===== src/rtl/trig_enc_sched_if.sv =====
// rtl/trig_enc_sched_if.sv - control/data bundle between the L1A scheduler and the CFEB trigger encoder
interface trig_enc_sched_if #(
   parameter int DEPTH = 16
);
   logic                   ENCODE_EN;
   logic                   DCFEB_EN;
   logic                   L1A_IN;
   logic [5:1]             L1A_MATCH_IN;
   logic [5:1]             MTCH_WIN_IN;
   logic [5:1]             PRE_LCT_IN;
   logic                   RESYNC_REQ;

   logic                   ENCODE;
   logic                   DCFEB_IN_USE;
   logic                   SND_WIN;
   logic                   RESYNC_RST;
   logic                   L1ACFEB;
   logic [5:1]             L1A_MATCH;
   logic [5:1]             MTCH_WIN_0;
   logic [5:1]             PRE_LCT_OUT;
   logic [$clog2(DEPTH):0] L1A_PEND;
   logic                   L1A_OVFL;

   modport master (
      output ENCODE_EN, DCFEB_EN, L1A_IN, L1A_MATCH_IN, MTCH_WIN_IN, PRE_LCT_IN, RESYNC_REQ,
      input  ENCODE, DCFEB_IN_USE, SND_WIN, RESYNC_RST, L1ACFEB, L1A_MATCH, MTCH_WIN_0,
             PRE_LCT_OUT, L1A_PEND, L1A_OVFL
   );

   modport slave (
      input  ENCODE_EN, DCFEB_EN, L1A_IN, L1A_MATCH_IN, MTCH_WIN_IN, PRE_LCT_IN, RESYNC_REQ,
      output ENCODE, DCFEB_IN_USE, SND_WIN, RESYNC_RST, L1ACFEB, L1A_MATCH, MTCH_WIN_0,
             PRE_LCT_OUT, L1A_PEND, L1A_OVFL
   );
endinterface


===== src/rtl/trig_enc_sched.sv =====
// rtl/trig_enc_sched.sv - L1A queue, slot scheduler, resync stretcher and mode latch for the CFEB encoder
module trig_enc_sched_fifo #(
   parameter int DEPTH = 16,
   parameter int WIDTH = 10
) (
   input  logic                   clk,
   input  logic                   rst,
   input  logic                   flush,
   input  logic                   wr_en,
   input  logic [WIDTH-1:0]       wr_data,
   input  logic                   rd_en,
   output logic [WIDTH-1:0]       rd_data,
   output logic [$clog2(DEPTH):0] count,
   output logic                   full,
   output logic                   empty
);
   localparam int AW = $clog2(DEPTH);
   localparam logic [AW:0] FULL_CNT = DEPTH[AW:0];

   logic [WIDTH-1:0] mem [DEPTH];
   logic [AW-1:0]    wr_ptr;
   logic [AW-1:0]    rd_ptr;
   logic             wr_ok;
   logic             rd_ok;

   assign full    = (count == FULL_CNT);
   assign empty   = (count == '0);
   assign wr_ok   = wr_en && !full && !flush;
   assign rd_ok   = rd_en && !empty && !flush;
   assign rd_data = mem[rd_ptr];

   always_ff @(posedge clk) begin
      if (wr_ok) mem[wr_ptr] <= wr_data;
   end

   always_ff @(posedge clk) begin
      if (rst || flush) begin
         wr_ptr <= '0;
         rd_ptr <= '0;
         count  <= '0;
      end else begin
         if (wr_ok) wr_ptr <= wr_ptr + 1'b1;
         if (rd_ok) rd_ptr <= rd_ptr + 1'b1;
         case ({wr_ok, rd_ok})
            2'b10:   count <= count + 1'b1;
            2'b01:   count <= count - 1'b1;
            default: count <= count;
         endcase
      end
   end
endmodule

module trig_enc_sched #(
   parameter int DEPTH      = 16,
   parameter int RESYNC_LEN = 4
) (
   input  logic            CLK,
   input  logic            RST,
   trig_enc_sched_if.slave bus
);
   localparam int CW = (RESYNC_LEN > 1) ? $clog2(RESYNC_LEN) : 1;
   localparam logic [CW-1:0] RS_LOAD = CW'(RESYNC_LEN - 1);

   localparam logic [1:0] S_IDLE   = 2'd0;
   localparam logic [1:0] S_ISSUE  = 2'd1;
   localparam logic [1:0] S_TAIL   = 2'd2;
   localparam logic [1:0] S_RESYNC = 2'd3;

   logic [1:0]           state;
   logic [1:0]           state_nxt;
   logic [CW-1:0]        rs_cnt;
   logic [9:0]           head;
   logic [$clog2(DEPTH):0] count;
   logic                 full;
   logic                 empty;
   logic                 take_l1a;
   logic                 wr_en;
   logic                 rd_en;
   logic [5:1]           win_hold;
   logic [5:1]           pre_lct_d1;
   logic                 pre_block;

   // L1As arriving while a resync is requested or being stretched never reach the queue
   assign take_l1a  = bus.L1A_IN && !bus.RESYNC_REQ && (state != S_RESYNC);
   assign wr_en     = take_l1a && !full;
   assign rd_en     = !bus.RESYNC_REQ && !empty && ((state == S_IDLE) || (state == S_TAIL));
   assign pre_block = bus.RESYNC_REQ || (state == S_RESYNC);

   trig_enc_sched_fifo #(.DEPTH(DEPTH), .WIDTH(10)) u_fifo (
      .clk     (CLK),
      .rst     (RST),
      .flush   (bus.RESYNC_REQ),
      .wr_en   (wr_en),
      .wr_data ({bus.MTCH_WIN_IN, bus.L1A_MATCH_IN}),
      .rd_en   (rd_en),
      .rd_data (head),
      .count   (count),
      .full    (full),
      .empty   (empty)
   );

   assign bus.L1A_PEND = count;

   always_comb begin
      state_nxt = state;
      if (bus.RESYNC_REQ) begin
         state_nxt = S_RESYNC;
      end else begin
         case (state)
            S_IDLE:  if (!empty) state_nxt = S_ISSUE;
            S_ISSUE: state_nxt = S_TAIL;
            S_TAIL:  state_nxt = empty ? S_IDLE : S_ISSUE;
            default: if (rs_cnt == '0) state_nxt = S_IDLE;
         endcase
      end
   end

   // Outputs are decoded from the next state so each one lines up with its own state cycle
   always_ff @(posedge CLK) begin
      if (RST) begin
         state            <= S_IDLE;
         rs_cnt           <= '0;
         win_hold         <= '0;
         bus.L1ACFEB      <= 1'b0;
         bus.L1A_MATCH    <= '0;
         bus.SND_WIN      <= 1'b0;
         bus.MTCH_WIN_0   <= '0;
         bus.RESYNC_RST   <= 1'b0;
         bus.L1A_OVFL     <= 1'b0;
         bus.ENCODE       <= 1'b0;
         bus.DCFEB_IN_USE <= 1'b0;
      end else begin
         state          <= state_nxt;
         bus.L1ACFEB    <= (state_nxt == S_ISSUE);
         bus.L1A_MATCH  <= (state_nxt == S_ISSUE) ? head[4:0] : 5'b0;
         bus.SND_WIN    <= (state_nxt == S_TAIL) && bus.DCFEB_IN_USE;
         bus.MTCH_WIN_0 <= ((state_nxt == S_TAIL) && bus.DCFEB_IN_USE) ? win_hold : 5'b0;
         bus.RESYNC_RST <= (state_nxt == S_RESYNC);

         if (state_nxt == S_ISSUE) win_hold <= head[9:5];

         if (bus.RESYNC_REQ)
            rs_cnt <= RS_LOAD;
         else if ((state == S_RESYNC) && (rs_cnt != '0))
            rs_cnt <= rs_cnt - 1'b1;

         // Full is judged on the occupancy at the start of the cycle, a same-cycle pop does not help
         if (take_l1a && full) bus.L1A_OVFL <= 1'b1;

         if ((state == S_IDLE) && empty && !bus.RESYNC_REQ) begin
            bus.ENCODE       <= bus.ENCODE_EN;
            bus.DCFEB_IN_USE <= bus.DCFEB_EN;
         end
      end
   end

   always_ff @(posedge CLK) begin
      if (RST || pre_block) begin
         pre_lct_d1      <= '0;
         bus.PRE_LCT_OUT <= '0;
      end else begin
         pre_lct_d1      <= bus.PRE_LCT_IN;
         bus.PRE_LCT_OUT <= pre_lct_d1;
      end
   end
endmodule


===== src/flat_wrapper.sv =====
// flat-port wrapper written by rule: the top's interface ports become plain ports
module trig_enc_sched_flat 
#(
   parameter int DEPTH      = 16,
   parameter int RESYNC_LEN = 4
)
  (CLK, RST, bus_ENCODE_EN, bus_DCFEB_EN, bus_L1A_IN, bus_L1A_MATCH_IN, bus_MTCH_WIN_IN, bus_PRE_LCT_IN, bus_RESYNC_REQ, bus_ENCODE, bus_DCFEB_IN_USE, bus_SND_WIN, bus_RESYNC_RST, bus_L1ACFEB, bus_L1A_MATCH, bus_MTCH_WIN_0, bus_PRE_LCT_OUT, bus_L1A_PEND, bus_L1A_OVFL);
  trig_enc_sched_if #(.DEPTH(DEPTH)) bus_i ();
  input  logic CLK;
  input  logic RST;
  input wire logic [$bits(bus_i.ENCODE_EN)-1:0] bus_ENCODE_EN;
  input wire logic [$bits(bus_i.DCFEB_EN)-1:0] bus_DCFEB_EN;
  input wire logic [$bits(bus_i.L1A_IN)-1:0] bus_L1A_IN;
  input wire logic [$bits(bus_i.L1A_MATCH_IN)-1:0] bus_L1A_MATCH_IN;
  input wire logic [$bits(bus_i.MTCH_WIN_IN)-1:0] bus_MTCH_WIN_IN;
  input wire logic [$bits(bus_i.PRE_LCT_IN)-1:0] bus_PRE_LCT_IN;
  input wire logic [$bits(bus_i.RESYNC_REQ)-1:0] bus_RESYNC_REQ;
  output wire logic [$bits(bus_i.ENCODE)-1:0] bus_ENCODE;
  output wire logic [$bits(bus_i.DCFEB_IN_USE)-1:0] bus_DCFEB_IN_USE;
  output wire logic [$bits(bus_i.SND_WIN)-1:0] bus_SND_WIN;
  output wire logic [$bits(bus_i.RESYNC_RST)-1:0] bus_RESYNC_RST;
  output wire logic [$bits(bus_i.L1ACFEB)-1:0] bus_L1ACFEB;
  output wire logic [$bits(bus_i.L1A_MATCH)-1:0] bus_L1A_MATCH;
  output wire logic [$bits(bus_i.MTCH_WIN_0)-1:0] bus_MTCH_WIN_0;
  output wire logic [$bits(bus_i.PRE_LCT_OUT)-1:0] bus_PRE_LCT_OUT;
  output wire logic [$bits(bus_i.L1A_PEND)-1:0] bus_L1A_PEND;
  output wire logic [$bits(bus_i.L1A_OVFL)-1:0] bus_L1A_OVFL;
  assign bus_i.ENCODE_EN = bus_ENCODE_EN;
  assign bus_i.DCFEB_EN = bus_DCFEB_EN;
  assign bus_i.L1A_IN = bus_L1A_IN;
  assign bus_i.L1A_MATCH_IN = bus_L1A_MATCH_IN;
  assign bus_i.MTCH_WIN_IN = bus_MTCH_WIN_IN;
  assign bus_i.PRE_LCT_IN = bus_PRE_LCT_IN;
  assign bus_i.RESYNC_REQ = bus_RESYNC_REQ;
  assign bus_ENCODE = bus_i.ENCODE;
  assign bus_DCFEB_IN_USE = bus_i.DCFEB_IN_USE;
  assign bus_SND_WIN = bus_i.SND_WIN;
  assign bus_RESYNC_RST = bus_i.RESYNC_RST;
  assign bus_L1ACFEB = bus_i.L1ACFEB;
  assign bus_L1A_MATCH = bus_i.L1A_MATCH;
  assign bus_MTCH_WIN_0 = bus_i.MTCH_WIN_0;
  assign bus_PRE_LCT_OUT = bus_i.PRE_LCT_OUT;
  assign bus_L1A_PEND = bus_i.L1A_PEND;
  assign bus_L1A_OVFL = bus_i.L1A_OVFL;
  trig_enc_sched #(.DEPTH(DEPTH), .RESYNC_LEN(RESYNC_LEN)) u_core (.CLK(CLK), .RST(RST), .bus(bus_i));
endmodule

===== config.mk =====
export PLATFORM = sky130hd
export DESIGN_NAME = trig_enc_sched_flat
export DESIGN_NICKNAME = d
export VERILOG_FILES = /design/src/rtl/trig_enc_sched_if.sv /design/src/rtl/trig_enc_sched.sv /design/src/flat_wrapper.sv
export SDC_FILE = /design/constraint.sdc
export NUM_CORES = 1
export LEC_CHECK = 0
export ABC_CLOCK_PERIOD_IN_PS = 4250
export BUFFER_PORTS_ARGS = -buffer_cell sky130_fd_sc_hd__clkbuf_2
export CORE_MARGIN = 10
export CORE_UTILIZATION = 54
export CTS_CLUSTER_DIAMETER = 120
export DETAILED_ROUTE_END_ITERATION = 10
export PLACE_DENSITY = 0.72
export SETUP_SLACK_MARGIN = 0.05
export SKIP_LAST_GASP = 1
export SYNTH_ARGS = -nofsm -noshare
export SYNTH_HDL_FRONTEND = slang
export SYNTH_HIERARCHICAL = 1
export SYNTH_SLANG_ARGS = --single-unit
export TNS_END_PERCENT = 20

===== constraint.sdc =====
create_clock -name CLK -period 4.25 [get_ports CLK]
set_input_delay 1.275 -clock CLK [delete_from_list [all_inputs] [get_ports CLK]]
set_output_delay 1.275 -clock CLK [all_outputs]
set_load 0.01 [all_outputs]

==> results of run 1 <==
-- flip-flops by register name (all words and copies together), names as in the netlist, named ones only --
| register | count |
|---|---|
| u_core/u_fifo/wr_ptr | 4 |
| u_core/pre_lct_d1 | 5 |
| u_core/bus.ENCODE | 1 |
| u_core/bus.L1ACFEB | 1 |
| u_core/win_hold | 5 |
| u_core/bus.L1A_MATCH | 5 |
| u_core/u_fifo/rd_ptr | 4 |
| u_core/bus.SND_WIN | 1 |
| u_core/u_fifo/mem | 160 |
| u_core/bus.DCFEB_IN_USE | 1 |
| u_core/bus.PRE_LCT_OUT | 5 |
| u_core/state | 2 |
| u_core/bus.L1A_OVFL | 1 |
| u_core/bus.MTCH_WIN_0 | 5 |
| u_core/u_fifo/count | 5 |
| u_core/bus.RESYNC_RST | 1 |
| u_core/rs_cnt | 2 |
-- per-stage QoR --
| stage | setup slack [ps] | hold slack (ps) | area (um^2) |
|---|---|---|---|
| 2_1_floorplan | 162 | 416 | 8140 |
| 3_3_place_gp | 583 | 440 | 8660 |
| 3_5_place_dp | 505 | 437 | 8660 |
| 4_1_cts | 985 | 451 | 9370 |
| 5_1_grt | 772 | 468 | 9370 |
| 6_report | 905 | 448 | 9370 |
-- power groups by stage --
stage	Combinational (mW)	Clock (mW)	Sequential (mW)
2_1_floorplan	0.0359	0	2.29
4_1_cts	0.0820	1.89	2.24
5_1_grt	0.0924	1.98	2.24
3_3_place_gp	0.0770	0	2.28
6_report	0.0812	1.85	2.24
3_5_place_dp	0.0814	0	2.29
-- metal layers --
layer,GRT usage [%],vias up,wire length [um]
li1,-,2000,-
met1,21.5,2217,6770
met2,26.8,159,8000
met3,3.85,24,1150
met4,3.09,0,251
met5,0,-,0
-- cell usage in the layout (no fill, tap or decap), drive strengths merged, types with 2 or more instances in the layout --
| cell type | netlist | routed |
|---|---|---|
| edfxtp | 160 | 160 |
| clkbuf | 17 | 70 |
| dfxtp | 52 | 52 |
| nor2 | 44 | 44 |
| mux4 | 40 | 40 |
| buf | 9 | 25 |
| a22oi | 20 | 20 |
| nand2 | 19 | 19 |
| inv | 15 | 16 |
| nor3 | 12 | 12 |
| mux2i | 11 | 11 |
| clkinv | 0 | 11 |
| and3 | 10 | 10 |
| ha | 9 | 9 |
| and2 | 7 | 7 |
| xor2 | 5 | 5 |
| o211ai | 4 | 4 |
| nand3 | 4 | 4 |
| a21oi | 3 | 3 |
| xnor2 | 3 | 3 |
| nor2b | 3 | 3 |
| nand2b | 3 | 3 |
| or4 | 3 | 3 |
| clkinvlp | 0 | 2 |
| bufinv | 0 | 2 |
| nor4 | 2 | 2 |
| or3 | 2 | 2 |
| a31oi | 2 | 2 |
| nor3b | 2 | 2 |
| a21o | 2 | 2 |
| a211oi | 2 | 2 |
-- critical path: cells and delay by family --
| family | cells | cell delay [ps] |
|---|---|---|
| muxes | 1 | 200 |
| AOI/OAI and AO/OA | 4 | 850 |
| adders and majority gates | 2 | 550 |
| and+or+nand+nor | 3 | 410 |
| xor gates and xnor gates | 1 | 190 |
| buffers and inverters | 3 | 300 |
-- final timing paths --
path / cells past startpoint / slack, ps / from / to
worst max-delay path: 14 / 910 / bus_RESYNC_REQ / u_core/u_fifo/count[4]
worst min-delay path: 2 / 450 / u_core/win_hold[3] / u_core/bus.MTCH_WIN_0[3]
worst max register to register: 12 / 1050 / u_core/u_fifo/count[0] / u_core/u_fifo/count[4]
worst min register to register: 2 / 450 / u_core/win_hold[3] / u_core/bus.MTCH_WIN_0[3]
-- logic make-up (layout without fill, tap and decap cells) --
kind of cell | Yosys count | after routing
adders and majority gates | 9 | 9
muxes | 51 | 51
AOI/OAI and AO/OA | 41 | 41
xor gates and xnor gates | 8 | 8
buffers and inverters | 41 | 126
DFF | 212 | 212
and+or+nand+nor | 119 | 119
-- area by class of cell --
cell class | instances | share of cell area, %
tap | 184 | 2.46
multi-input combinational | 228 | 22.5
clock inverter | 16 | 1.56
timing repair buffer | 71 | 4.46
sequential | 212 | 62.4
clock buffer | 24 | 5.96
inverter | 15 | 0.601
==> results.sh, run 1 <==
export IMPL_initial_core_util_pct=55.6
export IMPL_gr_usage_all_layers_pct=16.2
export IMPL_syn_cell_area_mm2=0.00814
export IMPL_slew_headroom_pct=36.3
export IMPL_crit_required_ps=4680
export IMPL_core_mm2=0.0146
export IMPL_slew_violations=0
export IMPL_yosysTopAreaCellShare_pct=59.0
export IMPL_clkSinkCount=212
export IMPL_root_buffer="clkbuf_16"
export IMPL_synth_seq_area_share_pct=71.8
export IMPL_antenna_found_initial=0
export IMPL_status="completed"
export IMPL_max_freq_mhz=299
export IMPL_finalCriticalPeriod_ps=3340
export IMPL_power_frac_seq_pct=53.7
export IMPL_dp_cells=710
export IMPL_rows=44
export IMPL_arrival_ps=3780
export IMPL_final_util_pct=64.0
export IMPL_finalSetupViolations=0
export IMPL_wl_per_cell_um=21.6
export IMPL_post_cts_buffers=0
export IMPL_endpoint_kind="flop"
export IMPL_die_area_mm2=0.0204
export IMPL_grt_pass1_wl_um=25800
export IMPL_syn_inst=481
export IMPL_finalHoldViolCount=0
export IMPL_drt_antenna_violating_nets=0
export IMPL_powerDensity_mw_per_mm2=445
export IMPL_nNetsFinal=580
export IMPL_critPathKind="in2reg"
export IMPL_cts_tree="done"
export IMPL_grt_ovfl_total=0
export IMPL_ir_drop_mv=0.371
export IMPL_switching_power_mw=0.831
export IMPL_drive_gt1_share_pct=26.9
export IMPL_grt_pass1_vias=4545
export IMPL_p_comb_share_pct=1.9
export IMPL_synth_top_cell_by_area="edfxtp_1"
export IMPL_synth_top_cells_by_area="edfxtp_1 (59%), dfxtp_1 (13%), mux4_2 (11%), nor2_1 (2.0%), a22oi_1 (1.8%)"
export IMPL_vias=4400
export IMPL_drc_errors=0
export IMPL_start_kind="input port"
export IMPL_drt_pass1_iterations=5
export IMPL_yosysUniqueCellTypes=50
export IMPL_area_growth_syn_to_layout_pct=15.1
export IMPL_hold_class="reg2reg"
export IMPL_diodes=0
export IMPL_drv_cap=0
export IMPL_crit_chain="clkbuf_2 -> a21oi_1 -> nand2_1 -> nor2_1 -> nand2b_1 -> a21oi_1 -> buf_4 -> inv_1 -> ha_1 -> xor2_1 -> ha_1 -> o311a_1 -> a31oi_1 -> mux2i_1"
export IMPL_n_fill_cell=1019
export IMPL_multi_input_area_mm2=0.00211
export IMPL_io_buffers=46
export IMPL_crit_slowest_cell="o311a_1"
export IMPL_path_max_fanout=9
export IMPL_seq_area_mm2=0.00585
export IMPL_p_clk_share_pct=44.3
export IMPL_max_stage_delay_ps=350
export IMPL_cts_resized_gates=0
export IMPL_synthArstFlopShare_pct=0
export IMPL_synth_compound_area_share_pct=3.86
export IMPL_synth_flop_cell="edfxtp_1"
export IMPL_avgSynthCellArea_um2=16.9
export IMPL_muxShareOfSynthArea_pct=12.4
export IMPL_rsz0062_at_grt="false"
export IMPL_fp_dieH_um=143
export IMPL_power_mw=4.17
export IMPL_place_congestion=0.791
export IMPL_worstSkewPairLatency_ps=500
export IMPL_synth_nets=511
export IMPL_max_slew_worst_pin_slew_ps=954
export IMPL_clk_path_buf_depth=3
export IMPL_clkTransAtPathRegs_ps=60
export IMPL_skew_ps=13.3
export IMPL_synth_warnings=6
export IMPL_p_sw_share_pct=19.9
export IMPL_synthSimpleGateAreaFrac_pct=7.43
export IMPL_numCtsBuffers=22
export IMPL_cts_hold_fix_buffers=0
export IMPL_dr_first_iter_drc_count=309
export IMPL_p_int_mw=3.34
export IMPL_die_w_um=143
export IMPL_leakage_nw=3.30
export IMPL_synth_adder_area_share_pct=1.38
export IMPL_grt_max_degree=41
export IMPL_fin_crit_sh_pct=78.7
export IMPL_drt_total_wl_um=16200
export IMPL_setup_tns_ps=0
export IMPL_ios=47
export IMPL_synth_xor_area_share_pct=0.861
export IMPL_via_per_inst=5.87
export IMPL_synth_edf_count=160
export IMPL_netlist_top_cells_count="edfxtp_1 (160), dfxtp_1 (52), nor2_1 (44)"
export IMPL_htreeDepth=1
export IMPL_synthMostInstantiatedCell="edfxtp_1"
export IMPL_synth_top_family_by_area="multiplexers"
export IMPL_yosys_register_bits=212
export IMPL_fin_cells=750
export IMPL_hpwl_um=10300
Power figures use the tool's default switching activity.
==> run 2: changes to the inputs <==
--- a/config.mk
+++ b/config.mk
@@ -5,7 +5,7 @@
 export SDC_FILE = /design/constraint.sdc
 export NUM_CORES = 1
 export LEC_CHECK = 0
-export ABC_CLOCK_PERIOD_IN_PS = 4250
+export ABC_CLOCK_PERIOD_IN_PS = 2800
 export BUFFER_PORTS_ARGS = -buffer_cell sky130_fd_sc_hd__clkbuf_2
 export CORE_MARGIN = 10
 export CORE_UTILIZATION = 54
==> constraint.sdc (replaced) <==
create_clock -name CLK -period 2.8 [get_ports CLK]
set_input_delay 0.84 -clock CLK [delete_from_list [all_inputs] [get_ports CLK]]
set_output_delay 0.84 -clock CLK [all_outputs]
set_load 0.01 [all_outputs]
==> results.sh, run 2 (same netlist as run 1, synthesis figures left out) <==
export IMPL_crit_buf_inv=1
export IMPL_rows=44
export IMPL_drive_gt1_share_pct=30.5
export IMPL_via_per_inst=5.86
export IMPL_ios=47
export IMPL_die_area_mm2=0.0204
export IMPL_clkTransAtPathRegs_ps=60
export IMPL_nNetsFinal=599
export IMPL_finalSetupViolations=0
export IMPL_setup_worst_path_end="u_core/u_fifo/count[4]"
export IMPL_start_kind="flop"
export IMPL_numCtsBuffers=22
export IMPL_path_delay_family="simple AND/OR/NAND/NOR gates"
export IMPL_leakage_nw=3.39
export IMPL_startpoint="u_core/u_fifo/count[2]"
export IMPL_initial_core_util_pct=55.6
export IMPL_crit_required_ps=3220
export IMPL_worst_path_stages=12
export IMPL_fin_crit_sh_pct=95.2
export IMPL_hold_ws_ps=446
export IMPL_status="completed"
export IMPL_drt_pass1_iterations=5
export IMPL_hpwl_um=10300
export IMPL_powerDensity_mw_per_mm2=645
export IMPL_antenna_found_initial=1
export IMPL_gr_usage_all_layers_pct=16.8
export IMPL_slew_violations=0
export IMPL_layout_commonest_cell="edfxtp_1"
export IMPL_finalCriticalPeriod_ps=2670
export IMPL_setup_ws_ps=135
export IMPL_reg2reg_to="u_core/u_fifo/count[4]"
export IMPL_htreeDepth=1
export IMPL_dr_first_iter_drc_count=324
export IMPL_worstSkewPairLatency_ps=500
export IMPL_setup_tns_ps=0
export IMPL_endpoint_kind="flop"
export IMPL_crit_slowest_cell="or4_4"
export IMPL_r2r_slack_ps=130
export IMPL_cts_hold_fix_buffers=0
export IMPL_ir_drop_mv=0.549
export IMPL_largest_reg_flops=160
export IMPL_final_cell_mix="edfxtp_1 (160), dfxtp_1 (51), clkbuf_2 (46)"
export IMPL_grt_pass1_wl_um=26700
export IMPL_grt_pass1_vias=4680
export IMPL_grt_ovfl_total=0
export IMPL_top_register="u_core/u_fifo/mem"
export IMPL_clkSinkCount=212
export IMPL_fin_cells=769
export IMPL_arrival_ps=3080
export IMPL_slew_headroom_pct=57.1
export IMPL_place_congestion=0.768
export IMPL_grt_max_degree=41
export IMPL_area_growth_syn_to_layout_pct=18.4
export IMPL_crit_chain="or4_4 -> nor2_4 -> nor3_4 -> nor2b_4 -> o21ai_4 -> inv_2 -> ha_4 -> xor2_1 -> ha_2 -> o311a_1 -> a31oi_2 -> mux2i_1"
export IMPL_drc_errors=0
export IMPL_drt_antenna_violating_nets=0
export IMPL_max_stage_delay_ps=570
export IMPL_skew_ps=17.8
export IMPL_wl_per_cell_um=22.0
export IMPL_n_fill_cell=991
export IMPL_finalHoldViolCount=0
export IMPL_fp_dieH_um=143
export IMPL_die_w_um=143
export IMPL_critPathKind="reg2reg"
export IMPL_drt_total_wl_um=16900
export IMPL_max_freq_mhz=375
export IMPL_hold_class="reg2reg"
export IMPL_clk_path_buf_depth=3
export IMPL_dp_cells=728
export IMPL_ff2ff_path_depth=12
export IMPL_vias=4510
export IMPL_rsz0062_at_grt="false"
export IMPL_root_buffer="clkbuf_16"
export IMPL_path_max_fanout=4
export IMPL_io_buffers=46
export IMPL_r2r_start="u_core/u_fifo/count[2]"
export IMPL_core_mm2=0.0146
export IMPL_cts_tree="done"
export IMPL_max_slew_worst_pin_slew_ps=635
export IMPL_drv_cap=0
export IMPL_power_mw=6.21
export IMPL_dp_worst_setup_slack_ps=-163
## run 2: what timing repair did
action	4_1_cts	5_1_grt
pin swaps	0	5
gates resized for setup	2	9
buffers inserted	0	1
setup endpoints to repair	1	1
## run 2: routing by layer
metal | global-route usage [%] | routed length (um) | vias to the layer above
met1 | 21.7 | 7150 | 2285
li1 | - | - | 2038
met5 | 0 | 0 | -
met2 | 28.0 | 8160 | 158
met4 | 4.94 | 365 | 0
met3 | 3.78 | 1210 | 29
## run 2: metrics by stage
stage                     utilization, %  cell area (um^2)
after floorplan                        -              8230
after global placement              60.9              8910
after detailed placement            60.9              8910
after CTS                           65.4              9580
after global routing                65.8              9630
final                               65.8              9630
## run 2: cell type report
class | count | area [um^2] | area share (%)
Sequential cell | 212 | 5850 | 60.7
Clock buffer | 34 | 637 | 6.61
Tap cell | 184 | 230 | 2.39
Clock inverter | 5 | 26.3 | 0.273
Inverter | 15 | 56.3 | 0.585
Multi-Input combinational cell | 228 | 2200 | 22.9
Antenna cell | 1 | 2.50 | 0.0260
Timing Repair Buffer | 90 | 627 | 6.51
## run 2: power breakdown
group / internal, mW / switching, mW
clock network: 1.56 / 1.11
logic: 0.0525 / 0.0918
registers: 3.39 / 0.0100
## run 2: how the worst min path moves through the flow
stage	startpoint	to	cells after the start	slack (ps)
final	u_core/win_hold[4]	u_core/bus.MTCH_WIN_0[4]	2	450
after detailed placement	u_core/win_hold[4]	u_core/bus.MTCH_WIN_0[4]	2	430
after CTS	u_core/win_hold[4]	u_core/bus.MTCH_WIN_0[4]	2	450
after global placement	u_core/win_hold[4]	u_core/bus.MTCH_WIN_0[4]	2	440
after floorplan	u_core/win_hold[1]	u_core/bus.MTCH_WIN_0[1]	2	420
after global routing	u_core/win_hold[4]	u_core/bus.MTCH_WIN_0[4]	2	470
## run 2: worst reg2reg max path, cell delays in order, from the launching register on
cell	delay, ps
dfxtp_1	320
or4_4	570
nor2_4	170
nor3_4	50
nor2b_4	150
o21ai_4	60
inv_2	60
ha_4	160
xor2_1	150
ha_2	210
o311a_1	350
a31oi_2	170
mux2i_1	180
==> run 3: changes to the inputs <==
--- a/config.mk
+++ b/config.mk
@@ -16,6 +16,5 @@
 export SKIP_LAST_GASP = 1
 export SYNTH_ARGS = -nofsm -noshare
 export SYNTH_HDL_FRONTEND = slang
-export SYNTH_HIERARCHICAL = 1
 export SYNTH_SLANG_ARGS = --single-unit
 export TNS_END_PERCENT = 20
==> results.sh, run 3 <==
export IMPL_status="completed"
export IMPL_synth_warnings=0
export IMPL_synthMostInstantiatedCell="edfxtp_1"
export IMPL_ir_drop_mv=0.473
export IMPL_clkSinkCount=212
export IMPL_crit_slowest_cell="nor4_4"
export IMPL_cts_hold_fix_buffers=0
export IMPL_largest_reg_flops=160
export IMPL_place_congestion=0.788
export IMPL_synth_top_cells_by_area="edfxtp_1 (59%), dfxtp_1 (13%), mux4_2 (12%), nor2_1 (2.2%), mux2i_1 (1.4%)"
export IMPL_leakage_nw=3.31
export IMPL_path_delay_family="simple AND/OR/NAND/NOR gates"
export IMPL_synth_top_cell_by_area="edfxtp_1"
export IMPL_final_util_pct=65.1
export IMPL_powerDensity_mw_per_mm2=679
export IMPL_wl_per_cell_um=20.9
export IMPL_yosys_register_bits=212
export IMPL_p_clk_share_pct=44.3
export IMPL_antenna_found_initial=0
export IMPL_initial_core_util_pct=55.4
export IMPL_rows=44
export IMPL_numCtsBuffers=21
export IMPL_grt_pass1_wl_um=24900
export IMPL_synth_nets=496
export IMPL_n_fill_cell=966
export IMPL_die_area_mm2=0.0203
export IMPL_switching_power_mw=1.23
export IMPL_rsz0062_at_grt="false"
export IMPL_crit_chain="nor4_4 -> a221oi_4 -> inv_1 -> ha_1 -> xor2_1 -> ha_1 -> nand2_1 -> a2111oi_4 -> nor3_1 -> nor3_1"
export IMPL_avgSynthCellArea_um2=17.3
export IMPL_dr_first_iter_drc_count=340
export IMPL_yosysUniqueCellTypes=39
export IMPL_endpoint_kind="flop"
export IMPL_post_cts_buffers=0
export IMPL_setup_tns_ps=0
export IMPL_skew_ps=12.6
export IMPL_final_cell_mix="edfxtp_1 (160), dfxtp_1 (50), clkbuf_2 (49)"
export IMPL_nNetsFinal=579
export IMPL_drt_total_wl_um=15700
export IMPL_htreeDepth=1
export IMPL_power_frac_seq_pct=52.9
export IMPL_drv_cap=0
export IMPL_vias=4280
export IMPL_hold_class="reg2reg"
export IMPL_slew_violations=0
export IMPL_grt_pass1_vias=4504
export IMPL_start_kind="flop"
export IMPL_synthArstFlopShare_pct=0
export IMPL_syn_cell_area_mm2=0.00809
export IMPL_syn_inst=467
export IMPL_max_freq_mhz=427
export IMPL_layout_commonest_cell="edfxtp_1"
export IMPL_gr_usage_all_layers_pct=15.6
export IMPL_clkTransAtPathRegs_ps=60
export IMPL_drive_gt1_share_pct=30.4
export IMPL_p_sw_share_pct=19.0
export IMPL_drc_errors=0
export IMPL_via_per_inst=5.71
export IMPL_root_buffer="clkbuf_16"
export IMPL_cts_resized_gates=0
export IMPL_top_register="u_core.u_fifo.mem"
export IMPL_io_buffers=46
export IMPL_fin_crit_sh_pct=83.6
export IMPL_crit_required_ps=3210
export IMPL_clk_path_buf_depth=3
export IMPL_arrival_ps=2750
export IMPL_max_slew_worst_pin_slew_ps=599
export IMPL_path_max_fanout=8
export IMPL_hpwl_um=10400
export IMPL_synth_flop_cell="edfxtp_1"
export IMPL_p_comb_share_pct=2.8
export IMPL_grt_ovfl_total=0
export IMPL_die_w_um=142
export IMPL_slew_headroom_pct=60.0
export IMPL_dp_cells=711
export IMPL_finalHoldViolCount=0
export IMPL_drt_antenna_violating_nets=0
export IMPL_crit_buf_inv=1
export IMPL_synth_seq_area_share_pct=72.3
export IMPL_netlist_top_cells_count="edfxtp_1 (160), dfxtp_1 (52), nor2_1 (48)"
export IMPL_finalSetupViolations=0
export IMPL_synth_edf_count=160
export IMPL_core_mm2=0.0146
export IMPL_yosysTopAreaCellShare_pct=59.4
export IMPL_p_int_mw=5.23
export IMPL_drt_pass1_iterations=4
export IMPL_critPathKind="reg2reg"
export IMPL_area_growth_syn_to_layout_pct=17.5
export IMPL_ios=47
export IMPL_worstSkewPairLatency_ps=490
export IMPL_diodes=0
export IMPL_fp_dieH_um=142
export IMPL_fin_cells=749
export IMPL_finalCriticalPeriod_ps=2340
export IMPL_grt_max_degree=40
export IMPL_cts_tree="done"
export IMPL_max_stage_delay_ps=410
## run 3: cell types whose count changed in the layout (fill, tap and decap cells not counted), sizes merged, moves of 3 or more
cell    before  now
mux4        40   44
buf         44   39
clkbuf      80   77
nand3        4   10
nand2b       3    6
nor2        44   48
inv         15    8
o211ai       4    0
bufinv       0    3
nor2b        3    9
a22oi       20    5
## run 3: routing by layer
metal | GRT usage [%] | up-vias | part of all wire (%)
met4 | 4.05 | 0 | 1.6
li1 | - | 1964 | -
met2 | 25.1 | 134 | 48
met3 | 4.21 | 22 | 7.9
met5 | 0 | - | 0
met1 | 20.5 | 2160 | 42
## run 3: kinds of logic (layout without fill, tap and decap cells)
| logic type | Yosys count | count (layout) | share of synthesized area (%) |
|---|---|---|---|
| fa+ha+maj | 8 | 8 | 1.24 |
| simple gates | 128 | 128 | 7.83 |
| mux | 56 | 56 | 13.8 |
| compound gates | 21 | 21 | 2.01 |
| xor+xnor | 10 | 10 | 1.08 |
| flops | 212 | 212 | 72.3 |
| buf+inv | 32 | 130 | 1.78 |
## run 3: power groups by stage
| stage | logic, mW | registers [mW] | clock network [mW] |
|---|---|---|---|
| 6_report | 0.182 | 3.42 | 2.86 |
| 5_1_grt | 0.202 | 3.42 | 3.03 |
| 4_1_cts | 0.184 | 3.42 | 2.91 |
| 2_1_floorplan | 0.0983 | 3.48 | 0 |
| 3_5_place_dp | 0.182 | 3.48 | 0 |
| 3_3_place_gp | 0.174 | 3.48 | 0 |
## run 3: path summary, 6_finish.rpt
| check | from | cells past startpoint | end | slack (ps) |
|---|---|---|---|---|
| hold / removal | u_core.pre_lct_d1[2] | 1 | u_core.bus.PRE_LCT_OUT[2] | 450 |
| setup / recovery | u_core.u_fifo.count[1] | 10 | u_core.u_fifo.count[4] | 460 |
| hold reg to reg | u_core.pre_lct_d1[2] | 1 | u_core.bus.PRE_LCT_OUT[2] | 450 |
| setup reg to reg | u_core.u_fifo.count[1] | 10 | u_core.u_fifo.count[4] | 460 |
## run 3: cell type report
cell class	count	area (um^2)	area share (%)
Sequential cell	212	5850	61.5
Clock inverter	7	113	1.18
Tap cell	184	230	2.42
Inverter	7	26.3	0.276
Multi-Input combinational cell	223	2130	22.4
Timing Repair Buffer	85	561	5.90
Clock buffer	31	597	6.28
## run 3: metrics by stage
stage	hold WS, ps	power (mW)	cell area (um^2)	setup WS, ps
6_report	455	6.46	9500	459
5_1_grt	470	6.65	9500	246
4_1_cts	455	6.51	9500	470
3_5_place_dp	441	3.67	8790	51.6
3_3_place_gp	433	3.66	8790	128
2_1_floorplan	429	3.58	8130	23.5
